==> src/rtl/carga_pkg.sv <==
// Shared types and constants for the instruction-memory program loader.
// No logic of its own; constants are sized for a 32-bit instruction word.
// Optional checksum feature is selected by CARGA_CHECKSUM_EN in carga_instrucciones.
package carga_pkg;

  typedef enum logic [2:0] {
    IDLE,
    RECV,
    LATCH,
    WRITE,
    DONE
  } estado_t;

  localparam logic [31:0] HALT_WORD         = 32'hFFFFFFFF;
  localparam int          BYTES_POR_PALABRA = 4;
  localparam int          ADDR_STEP         = 4;

endpackage

==> src/rtl/carga_ensamblador.sv <==
// Big-endian byte-to-word assembler: the first byte shifted in ends up as the MSB.
// o_palabra/o_completa are combinational on the 4th byte so the word is captured on that edge.
// No backpressure: every i_shift pulse consumes i_byte.
module carga_ensamblador
  import carga_pkg::*;
#(
  parameter int NBITS = 32,
  parameter int NBYTE = 8
) (
  input  logic             i_clk,
  input  logic             i_reset,
  input  logic             i_clr,
  input  logic             i_shift,
  input  logic [NBYTE-1:0] i_byte,
  output logic [NBITS-1:0] o_palabra,
  output logic             o_completa
);

  // Bytes already received for the word in progress, oldest in the upper bits.
  logic [NBITS-NBYTE-1:0] previos;
  logic [1:0]             cuenta;

  assign o_palabra  = {previos, i_byte};
  assign o_completa = i_shift && (cuenta == 2'(BYTES_POR_PALABRA - 1));

  // Shift register and byte counter; the counter wraps to 0 after the 4th byte.
  always_ff @(posedge i_clk or negedge i_reset) begin
    if (!i_reset) begin
      previos <= '0;
      cuenta  <= '0;
    end else if (i_clr) begin
      previos <= '0;
      cuenta  <= '0;
    end else if (i_shift) begin
      previos <= o_palabra[NBITS-NBYTE-1:0];
      cuenta  <= cuenta + 2'd1;
    end
  end

endmodule

==> src/rtl/carga_instrucciones.sv <==
// Loads a program byte stream into instruction memory, one 32-bit word every 4 bytes (macro CARGA_CHECKSUM_EN adds a trailing XOR checksum byte).
// Latency: write strobe rises 2 cycles after the 4th byte strobe (one setup cycle in LATCH, one write cycle).
// No backpressure: bytes arriving during LATCH/WRITE are dropped and set the sticky o_Error.
module carga_instrucciones
  import carga_pkg::*;
#(
  parameter int NBITS  = 32,
  parameter int CELDAS = 256,
  parameter int NBYTE  = 8
) (
  input  logic             i_clk,
  input  logic             i_reset,
  input  logic             i_Start,
  input  logic [NBYTE-1:0] i_Dato,
  input  logic             i_DatoValid,
  output logic [NBITS-1:0] o_DirecDebug,
  output logic [NBITS-1:0] o_DatoDebug,
  output logic             o_WriteDebug,
  output logic             o_Busy,
  output logic             o_Done,
  output logic             o_Error
);

  estado_t          estado, estado_sig;
  logic             clr, shift_en, carga_dato, err_set, avanzar_dir;
  logic [NBITS-1:0] palabra;
  logic             completa;
  logic             es_halt, ultima_dir;

`ifdef CARGA_CHECKSUM_EN
  logic             esperando_chk;
  logic             chk_fin;
  logic [NBYTE-1:0] xor_acc;
`endif

  carga_ensamblador #(
    .NBITS (NBITS),
    .NBYTE (NBYTE)
  ) u_ensamblador (
    .i_clk      (i_clk),
    .i_reset    (i_reset),
    .i_clr      (clr),
    .i_shift    (shift_en),
    .i_byte     (i_Dato),
    .o_palabra  (palabra),
    .o_completa (completa)
  );

  assign es_halt    = (o_DatoDebug == NBITS'(HALT_WORD));
  assign ultima_dir = (o_DirecDebug == NBITS'(CELDAS - ADDR_STEP));

  // Outputs decoded from state so an asynchronous reset drops the write strobe at once.
  assign o_WriteDebug = (estado == WRITE);
  assign o_Busy       = (estado == RECV) || (estado == LATCH) || (estado == WRITE);
  assign o_Done       = (estado == DONE);

  // State register.
  always_ff @(posedge i_clk or negedge i_reset) begin
    if (!i_reset) estado <= IDLE;
    else          estado <= estado_sig;
  end

  // Next-state and datapath control strobes.
  always_comb begin
    estado_sig  = estado;
    clr         = 1'b0;
    shift_en    = 1'b0;
    carga_dato  = 1'b0;
    err_set     = 1'b0;
    avanzar_dir = 1'b0;
`ifdef CARGA_CHECKSUM_EN
    chk_fin     = 1'b0;
`endif
    case (estado)
      IDLE: begin
        if (i_Start) begin
          clr        = 1'b1;
          estado_sig = RECV;
        end
      end
      RECV: begin
        if (i_DatoValid) begin
`ifdef CARGA_CHECKSUM_EN
          if (esperando_chk) begin
            chk_fin    = 1'b1;
            err_set    = (i_Dato != xor_acc);
            estado_sig = DONE;
          end else begin
            shift_en = 1'b1;
            if (completa) begin
              carga_dato = 1'b1;
              estado_sig = LATCH;
            end
          end
`else
          shift_en = 1'b1;
          if (completa) begin
            carga_dato = 1'b1;
            estado_sig = LATCH;
          end
`endif
        end
      end
      LATCH: begin
        err_set    = i_DatoValid;
        estado_sig = WRITE;
      end
      WRITE: begin
        err_set     = i_DatoValid;
        avanzar_dir = 1'b1;
        if (es_halt) begin
`ifdef CARGA_CHECKSUM_EN
          estado_sig = RECV;
`else
          estado_sig = DONE;
`endif
        end else if (ultima_dir) begin
          err_set    = 1'b1;
          estado_sig = DONE;
        end else begin
          estado_sig = RECV;
        end
      end
      DONE: begin
        if (!i_Start) estado_sig = IDLE;
      end
      default: estado_sig = IDLE;
    endcase
  end

  // Address, write data and sticky error; address/data hold steady through LATCH and WRITE.
  always_ff @(posedge i_clk or negedge i_reset) begin
    if (!i_reset) begin
      o_DirecDebug <= '0;
      o_DatoDebug  <= '0;
      o_Error      <= 1'b0;
    end else begin
      if (clr) begin
        o_DirecDebug <= '0;
        o_Error      <= 1'b0;
      end else begin
        if (avanzar_dir) o_DirecDebug <= o_DirecDebug + NBITS'(ADDR_STEP);
        if (err_set)     o_Error      <= 1'b1;
      end
      if (carga_dato) o_DatoDebug <= palabra;
    end
  end

`ifdef CARGA_CHECKSUM_EN
  // Running XOR of program bytes and the wait-for-checksum flag armed by the halt write.
  always_ff @(posedge i_clk or negedge i_reset) begin
    if (!i_reset) begin
      esperando_chk <= 1'b0;
      xor_acc       <= '0;
    end else if (clr) begin
      esperando_chk <= 1'b0;
      xor_acc       <= '0;
    end else begin
      if (shift_en)              xor_acc       <= xor_acc ^ i_Dato;
      if (avanzar_dir && es_halt) esperando_chk <= 1'b1;
      if (chk_fin)               esperando_chk <= 1'b0;
    end
  end
`endif

endmodule
==> config.mk <==
export PLATFORM = sky130hd
export DESIGN_NAME = carga_instrucciones
export DESIGN_NICKNAME = d
export VERILOG_FILES = /design/src/rtl/carga_pkg.sv /design/src/rtl/carga_ensamblador.sv /design/src/rtl/carga_instrucciones.sv
export SDC_FILE = /design/constraint.sdc
export NUM_CORES = 1
export LEC_CHECK = 0
export BUFFER_PORTS_ARGS = -buffer_cell sky130_fd_sc_hd__buf_4
export CAP_MARGIN = 10
export CORE_ASPECT_RATIO = 0.8
export CORE_MARGIN = 4
export CORE_UTILIZATION = 55
export DETAILED_ROUTE_END_ITERATION = 16
export GPL_TIMING_DRIVEN = 0
export PLACE_DENSITY = 0.75
export SETUP_SLACK_MARGIN = 0.05
export SLEW_MARGIN = 20
export SYNTH_ARGS = -nofsm -noshare
export SYNTH_HDL_FRONTEND = slang
export SYNTH_HIERARCHICAL = 1
export SYNTH_SLANG_ARGS = --single-unit
==> constraint.sdc <==
create_clock -name i_clk -period 3.4 [get_ports i_clk]
set_clock_uncertainty 0.05 [all_clocks]
set_input_delay 0.51 -clock i_clk [delete_from_list [all_inputs] [get_ports i_clk]]
set_output_delay 0.51 -clock i_clk [all_outputs]
set_load 0.05 [all_outputs]
==> results of run 1 <==
## metal layers
metal,vias up,GRT usage,share of wire
met5,-,0,0
met3,17,0.05895,0.068
met4,0,0.04931,0.011
li1,1589,-,-
met1,1711,0.3572,0.47
met2,136,0.3668,0.46
## cell usage after synthesis, drive strengths merged (3+ instances only)
cell	number	area share
a211oi	6	0.010
or4	9	0.015
inv	4	0.0034
nor2	44	0.038
ha	3	0.0086
nand2b	4	0.0057
nand4	14	0.020
nand4b	3	0.0060
nor3	4	0.0046
clkbuf	9	0.0077
mux2i	30	0.069
nand3b	3	0.0052
or3	6	0.0086
buf	22	0.042
o21ai	6	0.0069
and4	3	0.0060
a21oi	17	0.019
nor4	10	0.014
mux2	32	0.082
o31ai	10	0.017
nand2	19	0.016
xnor2	8	0.016
dfrtp	92	0.53
nand3	9	0.010
## worst register-to-register path, cell delays in order (launching register included)
cell and delay (ns):
dfrtp_1 0.47, clkbuf_1 0.25, nor4bb_1 0.37, buf_6 0.24, buf_12 0.17, and2_1 0.12, nand2_1 0.11, nor4b_4 0.45
buf_2 0.42, mux2_2 0.39
## worst paths after layout
| kind | to | slack (ns) |
|---|---|---|
| min in group i_clk | estado[2]$_DFFE_PN0P_ | 0.35 |
| max | o_DatoDebug[2]$_DFFE_PN0P_ | 0.26 |
| min | o_DatoDebug[29]$_DFFE_PN0P_ | 0.17 |
| max in group asynchronous | o_DatoDebug[22]$_DFFE_PN0P_ | 2.58 |
| max reg2reg | o_DatoDebug[2]$_DFFE_PN0P_ | 0.26 |
| min reg2reg | o_DatoDebug[31]$_DFFE_PN0P_ | 0.46 |
## flip-flops by register name, indices dropped and copies added (netlist names)
register / cells
estado: 3
o_DirecDebug: 30
o_Error: 1
u_ensamblador/cuenta: 2
o_DatoDebug: 32
u_ensamblador/previos: 24
## area by class of cell
type	instances	area (um^2)	share of cell area
multi-input cells	262	1853	0.3496
repair buffers	77	581.8	0.1098
plain buffers	30	214.0	0.04037
flip-flops and latches	92	2302	0.4344
clock inverters	6	71.32	0.01346
inverters	5	18.77	0.003541
clock buffers	10	127.6	0.02408
well taps	105	131.4	0.02479
## cells by family (layout without fill, tap and decap cells)
logic type / count (synthesis) / after routing / synth area share
compound gates: 50 / 50 / 0.07587
xor+xnor: 8 / 8 / 0.01603
fa+ha+maj: 3 / 3 / 0.008590
buf+inv: 36 / 128 / 0.05353
flops: 92 / 92 / 0.5268
mux: 62 / 62 / 0.1512
other cells: 1 / 2 / 0.0008580
simple gates: 137 / 137 / 0.1672
## where the power goes
part	switching, W	total (W)	internal (W)
registers	0.000378	0.00188	0.00150
clock network	0.000397	0.000744	0.000347
logic	0.00149	0.00230	0.000812
total	0.00227	0.00492	0.00266
## stage by stage
stage                     instances  setup WS [ns]  power, W  TNS, ns
final                           587         0.2601  0.004925        0
after global routing            587        0.09916  0.005178        0
after CTS                       588         0.1748  0.004956        0
after detailed placement        572       -0.07303  0.004202  -0.6307
after global placement          572        -0.4185  0.004124   -10.34
after floorplan                 390         0.5136  0.003450        0
==> results by group, run 1 <==
Global routing
  • Antenna violations before repair: 0
  • Total track usage: 0.2415
  • Largest net degree at the start of global routing: 93
  • First-pass GRT wire length: ~18000 um
  • Grt ovf: 0
  • Vias in the first global route: between 3k and 4k

Drt
  • DRC viols: 0
  • Routed wire per std cell: 18.70 um
  • Initial DRC Count: 335
  • Vias per Instance: 5.882
  • DRT Wirelength: ~11000 um
  • DRT Pass-1 Iters: 5
  • DR vias: roughly 3.5k
  • Final ANT Viol Nets: 0

Power and ir drop
  • P per Cell Area: between 900 and 1000 nW/um^2
  • Maximum vdd drop: 0.0006043 V
  • Static Leak: about 2.4 nW

Critical path
  • Worst-path maximum fanout: 10
  • Crit-path cells: clkbuf_1 -> nor4bb_1 -> buf_6 -> buf_12 -> and2_1 -> nand2_1 -> nor4b_4 -> buf_2 -> mux2_2
  • CP Data Arrival Time: 3.34 ns
  • Startpoint types: flop
  • CP startpoint: estado[2]$_DFFE_PN0P_
  • Slowest cell on crit path: dfrtp_1
  • Crit-path max cell delay: around 0.47 ns
  • Reg2Reg Launch Point: estado[2]$_DFFE_PN0P_
  • Critical path's top delay family: buffers and inverters
  • Setup crit end kind: flop
  • Worst setup path category: reg -> reg
  • Critical path required time: 3.60 ns
  • Number of stages on the worst setup path: 9
  • Reg2Reg Depth: 9
  • CP Buf/Inv Count: 4

Layout
  • Layout cells sized above 1: 0.3133
  • Finished Core Util: 0.7004
  • Nets: just under 500
  • # fillers: approximately 610
  • Inserted Diodes: 0
  • Area delta synth->final: 21.27%
  • Most common cell after layout, fill and taps aside: dfrtp_1
  • Final instance area: 5300 um^2
  • Most frequent cells in the layout: dfrtp_1 (92), buf_4 (86), nor2_1 (43)

Timing
  • Min cycle time layout: around 3.1 ns
  • Slew margin rel.: 0.4512
  • Slew @ Worst Pin: ~0.82 ns
  • RSZ-0062 raised after global routing: no
  • Minimum hold slack: 0.1671 ns
  • Peak Freq: about 0.32 GHz
  • Final Slew Violations: 0
  • Final clock period utilization by the worst path: 0.9235
  • Setup violations, final: 0
  • Final hold viol count: 0

CTS
  • TritonCTS Buffers: 9
  • Setup Buffers After CTS: 0
  • Hold Buf Count CTS: 0
  • Clk slew on worst S/H paths: approximately 0.090 ns
  • Clock latency on the worst-skew pair: 0.36 ns
  • H-tree levels: 3
  • Clock Sink Count: 92
  • CTS resizes: 2
  • CTS tree: built
  • CTS max path bufs: 2
  • Root buf cell: clkbuf_8

Placed design
  • Final GP Congestion: roughly 0.87
  • IO buf count: between 70 and 80
  • Cell area after placement: between 5000 and 6000 um^2
  • Hpwl dp: between 7000 and 8000 um

Floorplan
  • # rows: 28
  • Core area: 7567 um^2
  • Die area: 9445 um^2
  • Initial core utilization: 0.5775
  • IO Count: 80
  • Die Y: around 88 um
  • DIE WIDTH: about 110 um

Yosys
  • Sequential share of the synthesized area: 0.5268
  • Ys flop type: dfrtp_1
  • #FFs+latches synth: 92
  • Mean area per synthesized cell: approximately 11 um^2
  • Synth Instances: roughly 390
  • Post-synth EDFFs: 0
  • Cell Area, Synth: roughly 4400 um^2
  • Yosys warns: 6
  • Distinct cells, synth: 46
  • Async SR Flop Fraction: 1.000

Status
  • Status: completed

Flow run
  • Max-Cap Viols: 0

Hold path
  • HP Class: in -> async
(Power assumes the default switching activity.)
==> run 2: changes to the inputs <==
--- a/config.mk
+++ b/config.mk
@@ -13,8 +13,9 @@
 export DETAILED_ROUTE_END_ITERATION = 16
 export GPL_TIMING_DRIVEN = 0
 export PLACE_DENSITY = 0.75
+export REMOVE_ABC_BUFFERS = 1
 export SETUP_SLACK_MARGIN = 0.05
-export SLEW_MARGIN = 20
+export SLEW_MARGIN = 10
 export SYNTH_ARGS = -nofsm -noshare
 export SYNTH_HDL_FRONTEND = slang
 export SYNTH_HIERARCHICAL = 1
==> run 2 against run 1 <==
Wire length fell by 12%. Combinational power down 4%. Register-to-register slack better by 0.12 ns. Clock power decreased by 8.7%. Core utilization down 2.0 points. Clock-buffer cell count stayed put. Critical path type unchanged.
==> results by group, run 2 (same netlist as run 1, synthesis figures left out) <==
CTS
  • Clock Sink Count: 92 (unchanged)
  • Clock latency on the worst-skew pair: 0.35 ns (was 0.36 ns)
  • CTS tree: built (unchanged)
  • Clk slew on worst S/H paths: 0.10 ns (was 0.09 ns)
  • Root buf cell: clkbuf_8 (unchanged)
  • TritonCTS Buffers: 9 (unchanged)
  • CTS max path bufs: 2 (unchanged)
  • H-tree levels: 3 (unchanged)

Hold path
  • HP Class: in -> async (unchanged)

Drt
  • Final ANT Viol Nets: 0 (unchanged)
  • DRT Wirelength: 9606 um (was 10980 um)
  • Routed wire per std cell: 17.03 um (was 18.70 um)
  • Initial DRC Count: 155 (was 335)
  • DR vias: 3255 (was 3453)
  • DRT Pass-1 Iters: 5 (unchanged)
  • DRC viols: 0 (unchanged)
  • Vias per Instance: 5.771 (was 5.882)

Layout
  • Inserted Diodes: 0 (unchanged)
  • Most frequent cells in the layout: dfrtp_1 (92), buf_4 (81), nor2_1 (43) (was dfrtp_1 (92), buf_4 (86), nor2_1 (43))
  • Finished Core Util: 0.6809 (was 0.7004)
  • Most common cell after layout, fill and taps aside: dfrtp_1 (unchanged)
  • Nets: 469 (was 492)
  • Area delta synth->final: 17.89% (was 21.27%)
  • # fillers: 614 (was 607)
  • Biggest regs: o_DatoDebug x32, o_DirecDebug x30, u_ensamblador/previos x24 (unchanged)
  • Layout cells sized above 1: 0.3028 (was 0.3133)
  • Max reg flops: 32 (unchanged)
  • Top reg by flops: o_DatoDebug (unchanged)

Critical path
  • Startpoint types: flop (unchanged)
  • Critical path required time: 3.58 ns (was 3.60 ns)
  • Worst-path maximum fanout: 14 (was 10)
  • Setup crit end kind: flop (unchanged)
  • CP Data Arrival Time: 3.21 ns (was 3.34 ns)
  • Reg2Reg Launch Point: estado[2]$_DFFE_PN0P_ (unchanged)
  • Reg2Reg Depth: 9 (unchanged)
  • Worst setup path category: reg -> reg (unchanged)
  • CP startpoint: estado[2]$_DFFE_PN0P_ (unchanged)

Floorplan
  • Die area: 9445 um^2 (unchanged)
  • Initial core utilization: 0.5775 (unchanged)
  • IO Count: 80 (unchanged)
  • # rows: 28 (unchanged)
  • Die Y: 87.73 um (unchanged)
  • DIE WIDTH: 107.7 um (unchanged)
  • Core area: 7567 um^2 (unchanged)

Global routing
  • Total track usage: 0.2134 (was 0.2415)
  • Antenna violations before repair: 0 (unchanged)
  • Largest net degree at the start of global routing: 93 (unchanged)
  • Vias in the first global route: 3042 (was 3293)
  • First-pass GRT wire length: 15930 um (was 17600 um)
  • Grt ovf: 0 (unchanged)

Power and ir drop
  • Maximum vdd drop: 0.0005608 V (was 0.0006043 V)
  • P per Cell Area: 924.7 nW/um^2 (was 929.2 nW/um^2)
  • Static Leak: 2.349 nW (was 2.440 nW)

Timing
  • Final hold viol count: 0 (unchanged)
  • Setup violations, final: 0 (unchanged)
  • Slew @ Worst Pin: 0.8112 ns (was 0.8232 ns)
  • Final clock period utilization by the worst path: 0.8885 (was 0.9235)
  • Minimum hold slack: 0.1558 ns (was 0.1671 ns)
  • Slew margin rel.: 0.4592 (was 0.4512)
  • Final Slew Violations: 0 (unchanged)
  • Min cycle time layout: 3.021 ns (was 3.140 ns)
  • Final WS setup: 0.3791 ns (was 0.2601 ns)
  • Peak Freq: 0.3310 GHz (was 0.3185 GHz)
  • RSZ-0062 raised after global routing: no (unchanged)

Flow run
  • Max-Cap Viols: 0 (unchanged)

Placed design
  • Hpwl dp: 6814 um (was 7916 um)
  • IO buf count: 77 (unchanged)
  • Final GP Congestion: 0.8607 (was 0.8658)
  • DP Worst Slack: -0.3227 ns (was -0.07303 ns)

Status
  • Status: completed (unchanged)
run 2: cell count changes in the layout (fill, tap and decap cells not counted), sizes merged:
cell,delta
clkbuf,-9
clkinvlp,+2
bufinv,-1
inv,-1
buf,-14
run 2: worst max-delay path, cell delays in order (launching register included):
cell and delay, ns:
dfrtp_1 0.57, nor4bb_4 0.38, and2_1 0.16, nand2_1 0.12, nor4b_4 0.47, buf_4 0.26, buf_4 0.19, buf_4 0.18
buf_4 0.17, mux2_2 0.34
run 2: timing repair:
| action | in CTS | in global routing |
|---|---|---|
| gates resized for setup | 0 | 1 |
| hold buffers | 0 | 0 |
| setup buffers | 1 | 0 |
| pin swaps | 1 | 0 |
| setup endpoints to repair | 19 | 6 |
run 2: area by class of cell:
cell class,count,area [um^2],area share
well taps,105,131.4,0.02550
inverters,5,20.02,0.003885
clock buffers,10,137.6,0.02671
multi-input cells,262,1868,0.3626
flip-flops and latches,92,2302,0.4468
repair buffers,84,645.6,0.1253
clock inverters,6,47.55,0.009228
run 2: final timing paths:
kind                                                    endpoint  slack, ns
setup reg to reg                     o_DatoDebug[27]$_DFFE_PN0P_       0.38
max in group asynchronous  u_ensamblador/previos[18]$_DFFE_PN0P_       2.57
min in group i_clk                    o_DatoDebug[1]$_DFFE_PN0P_       0.34
hold / removal             u_ensamblador/previos[21]$_DFFE_PN0P_       0.16
setup / recovery                     o_DatoDebug[27]$_DFFE_PN0P_       0.38
hold reg to reg                      o_DatoDebug[29]$_DFFE_PN0P_       0.46
run 2: per-stage QoR:
| step | power (W) | instance area, um^2 | cells | setup TNS [ns] |
|---|---|---|---|---|
| after floorplan | 0.003397 | 4159 | 359 | -208.55 |
| after global placement | 0.004061 | 4868 | 541 | -349.65 |
| after detailed placement | 0.004110 | 4947 | 547 | -2.958 |
| after CTS | 0.004795 | 5140 | 564 | 0 |
| after global routing | 0.005030 | 5152 | 564 | 0 |
| final | 0.004765 | 5152 | 564 | 0 |
run 2: power by group:
part / internal, W / switching, W / total (W)
registers: 0.00150 / 0.000385 / 0.00189
logic: 0.000778 / 0.00142 / 0.00220
clock network: 0.000289 / 0.000390 / 0.000679
total: 0.00257 / 0.00220 / 0.00476
run 2: metal layers:
metal	up-vias	share of wire	global-route usage
met3	4	0.059	0.04422
met1	1636	0.48	0.3224
met5	-	0	0
met4	0	0.0050	0.04472
li1	1539	-	-
met2	76	0.46	0.3217
==> run 3: changes to the inputs <==
--- a/config.mk
+++ b/config.mk
@@ -9,10 +9,10 @@
 export CAP_MARGIN = 10
 export CORE_ASPECT_RATIO = 0.8
 export CORE_MARGIN = 4
-export CORE_UTILIZATION = 55
+export CORE_UTILIZATION = 50
 export DETAILED_ROUTE_END_ITERATION = 16
 export GPL_TIMING_DRIVEN = 0
-export PLACE_DENSITY = 0.75
+export PLACE_DENSITY = 0.72
 export REMOVE_ABC_BUFFERS = 1
 export SETUP_SLACK_MARGIN = 0.05
 export SLEW_MARGIN = 10
==> constraint.sdc (replaced) <==
create_clock -name i_clk -period 2.7 [get_ports i_clk]
set_clock_uncertainty 0.05 [all_clocks]
set_input_delay 0.405 -clock i_clk [delete_from_list [all_inputs] [get_ports i_clk]]
set_output_delay 0.405 -clock i_clk [all_outputs]
set_load 0.05 [all_outputs]
==> run 3 against run 2 <==
Sequential share of layout area down 1.1 points. Global-route usage is 1.6 points lower. Clock-buffer cell count did not move. First-iteration DRC count is 46% higher. Via count is 1.9% higher. Non-clock buffer count is 7 higher. Clock power up 68%. Critical path type unchanged. Largest cell class unchanged.
==> results by group, run 3 (same netlist as run 1, synthesis figures left out) <==
CTS
  • CTS max path bufs: 2 (unchanged)
  • Root buf cell: clkbuf_8 (unchanged)
  • Hold Buf Count CTS: 0 (unchanged)
  • TritonCTS Buffers: 9 (unchanged)
  • Clock latency on the worst-skew pair: 0.35 ns (about the same)
  • H-tree levels: 3 (unchanged)
  • CTS tree: built (unchanged)
  • Clk slew on worst S/H paths: 0.10 ns (about the same)
  • Clock Sink Count: 92 (unchanged)

Placed design
  • Cell area after placement: 4950 um^2 (was 4947 um^2)
  • Hpwl dp: 6909 um (was 6814 um)
  • DP Worst Slack: -0.7391 ns (was -0.3227 ns)
  • IO buf count: 77 (unchanged)
  • Final GP Congestion: 0.8464 (was 0.8607)

Drt
  • Routed wire per std cell: 17.47 um (was 17.03 um)
  • Final ANT Viol Nets: 0 (unchanged)
  • Vias per Instance: 5.737 (was 5.771)
  • DR vias: 3316 (was 3255)
  • DRC viols: 0 (unchanged)
  • DRT Wirelength: 10100 um (was 9606 um)
  • Initial DRC Count: 227 (was 155)
  • DRT Pass-1 Iters: 4 (was 5)

Layout
  • Most common cell after layout, fill and taps aside: dfrtp_1 (unchanged)
  • Finished Core Util: 0.6232 (was 0.6809)
  • Max reg flops: 32 (unchanged)
  • Biggest regs: o_DatoDebug x32, o_DirecDebug x30, u_ensamblador/previos x24 (unchanged)
  • Final instance area: 5286 um^2 (was 5152 um^2)
  • Nets: 476 (was 469)
  • Layout cells sized above 1: 0.3197 (was 0.3028)
  • Sequential cell area: 2306 um^2 (was 2302 um^2)
  • Area delta synth->final: 20.96% (was 17.89%)
  • Top reg by flops: o_DatoDebug (unchanged)
  • Inserted Diodes: 0 (unchanged)
  • Area of the multi-input gates: 1868 um^2 (unchanged)
  • # fillers: 714 (was 614)
  • Most frequent cells in the layout: dfrtp_1 (89), buf_4 (86), nor2_1 (43) (was dfrtp_1 (92), buf_4 (81), nor2_1 (43))

Critical path
  • Worst-path maximum fanout: 9 (was 14)
  • R2R Path End: o_DatoDebug[23]$_DFFE_PN0P_ (was o_DatoDebug[27]$_DFFE_PN0P_)
  • Reg2Reg Depth: 8 (was 9)
  • Crit-path max cell delay: 0.48 ns (was 0.57 ns)
  • CP startpoint: estado[2]$_DFFE_PN0P_ (unchanged)
  • Slowest cell on crit path: dfrtp_2 (was dfrtp_1)
  • Crit-path cells: nor4bb_4 -> and2_1 -> nand2_1 -> nor4b_4 -> buf_6 -> buf_4 -> clkbuf_4 -> mux2_2 (was nor4bb_4 -> and2_1 -> nand2_1 -> nor4b_4 -> buf_4 -> buf_4 -> buf_4 -> buf_4 -> mux2_2)
  • CP Data Arrival Time: 2.72 ns (was 3.21 ns)
  • Worst setup path category: reg -> reg (unchanged)
  • CP Capture Point: o_DatoDebug[23]$_DFFE_PN0P_ (was o_DatoDebug[27]$_DFFE_PN0P_)
  • Critical path required time: 2.89 ns (was 3.58 ns)
  • Startpoint types: flop (unchanged)
  • Worst reg2reg setup slack: 0.17 ns (was 0.38 ns)
  • Setup crit end kind: flop (unchanged)
  • Reg2Reg Launch Point: estado[2]$_DFFE_PN0P_ (unchanged)

Floorplan
  • Die Y: 91.62 um (was 87.73 um)
  • Initial core utilization: 0.5152 (was 0.5775)
  • # rows: 30 (was 28)
  • DIE WIDTH: 112.5 um (was 107.7 um)
  • Die area: 10310 um^2 (was 9445 um^2)
  • IO Count: 80 (unchanged)
  • Core area: 8483 um^2 (was 7567 um^2)

Power and ir drop
  • Maximum vdd drop: 0.0006830 V (was 0.0005608 V)
  • P per Cell Area: 1193 nW/um^2 (was 924.7 nW/um^2)
  • Static Leak: 2.428 nW (was 2.349 nW)

Flow run
  • Max-Cap Viols: 0 (unchanged)

Global routing
  • First-pass GRT wire length: 16210 um (was 15930 um)
  • Largest net degree at the start of global routing: 93 (unchanged)
  • Total track usage: 0.1973 (was 0.2134)
  • Antenna violations before repair: 0 (unchanged)
  • Grt ovf: 0 (unchanged)
  • Vias in the first global route: 3140 (was 3042)

Hold path
  • HP Class: in -> async (unchanged)

Timing
  • Min cycle time layout: 2.528 ns (was 3.021 ns)
  • Final hold viol count: 0 (unchanged)
  • Setup TNS: 0 ns (unchanged)
  • Final clock period utilization by the worst path: 0.9361 (was 0.8885)
  • Setup violations, final: 0 (unchanged)
  • Peak Freq: 0.3956 GHz (was 0.3310 GHz)
  • Final Slew Violations: 0 (unchanged)
  • Final WS setup: 0.1724 ns (was 0.3791 ns)
  • RSZ-0062 raised after global routing: no (unchanged)
  • Slew @ Worst Pin: 0.8580 ns (was 0.8112 ns)
  • Slew margin rel.: 0.4280 (was 0.4592)

Status
  • Status: completed (unchanged)
-- run 3: cell types whose count changed in the layout (fill, tap and decap cells not counted), sizes merged --
cell,change
bufinv,+3
inv,+1
clkbuf,+1
buf,+6
clkinvlp,-4
-- run 3: layout make-up --
cell class | count | area share
Multi-Input combinational cell | 262 | 0.3534
Tap cell | 112 | 0.02651
Clock buffer | 10 | 0.02604
Inverter | 5 | 0.003787
Sequential cell | 92 | 0.4362
Clock inverter | 6 | 0.02201
Timing Repair Buffer | 91 | 0.1321
-- run 3: power by group --
part           internal [W]  leakage (nW)  switching, W
registers           0.00189          1.18      0.000487
logic              0.000986          1.12       0.00180
clock network      0.000649         0.127      0.000493
-- run 3: worst min path at each step --
stage / from / end / cells past startpoint
final: i_reset / o_DirecDebug[6]$_DFFE_PN0P_ / 1
after global routing: i_reset / o_DirecDebug[6]$_DFFE_PN0P_ / 1
after floorplan: i_reset / estado[0]$_DFFE_PN0P_ / 0
after CTS: i_Start / estado[2]$_DFFE_PN0P_ / 3
after global placement: u_ensamblador/previos[17]$_DFFE_PN0P_ / o_DatoDebug[25]$_DFFE_PN0P_ / 1
after detailed placement: u_ensamblador/previos[20]$_DFFE_PN0P_ / o_DatoDebug[28]$_DFFE_PN0P_ / 1
-- run 3: worst max-delay path, delay by kind of cell, from the launching register on --
kind,cells,cell delay (ns)
flops,1,0.48
buf+inv,3,0.59
mux,1,0.34
simple gates,4,0.94
-- run 3: metrics by stage --
stage / hold WS [ns] / instances / total power (W)
2_1_floorplan: 0.05941 / 359 / 0.004278
6_report: 0.02646 / 578 / 0.006308
4_1_cts: 0.2082 / 572 / 0.006345
5_1_grt: 0.1316 / 578 / 0.006650
3_5_place_dp: 0.4385 / 554 / 0.005180
3_3_place_gp: 0.4387 / 548 / 0.005115
-- run 3: layer usage --
metal  routed length [um]  GRT usage  share of wire  up-vias
li1                     -          -              -     1557
met1                 4744     0.2840           0.47     1666
met2                 4690     0.3036           0.46       81
met3                  542    0.04354          0.054       12
met4                  118    0.05405          0.012        0
met5                    0          0              0        -
-- run 3: repair_timing --
action,4_1_cts,5_1_grt
pin swaps,2,0
setup buffers,2,6
gates resized for setup,3,3
setup endpoints to repair,32,16
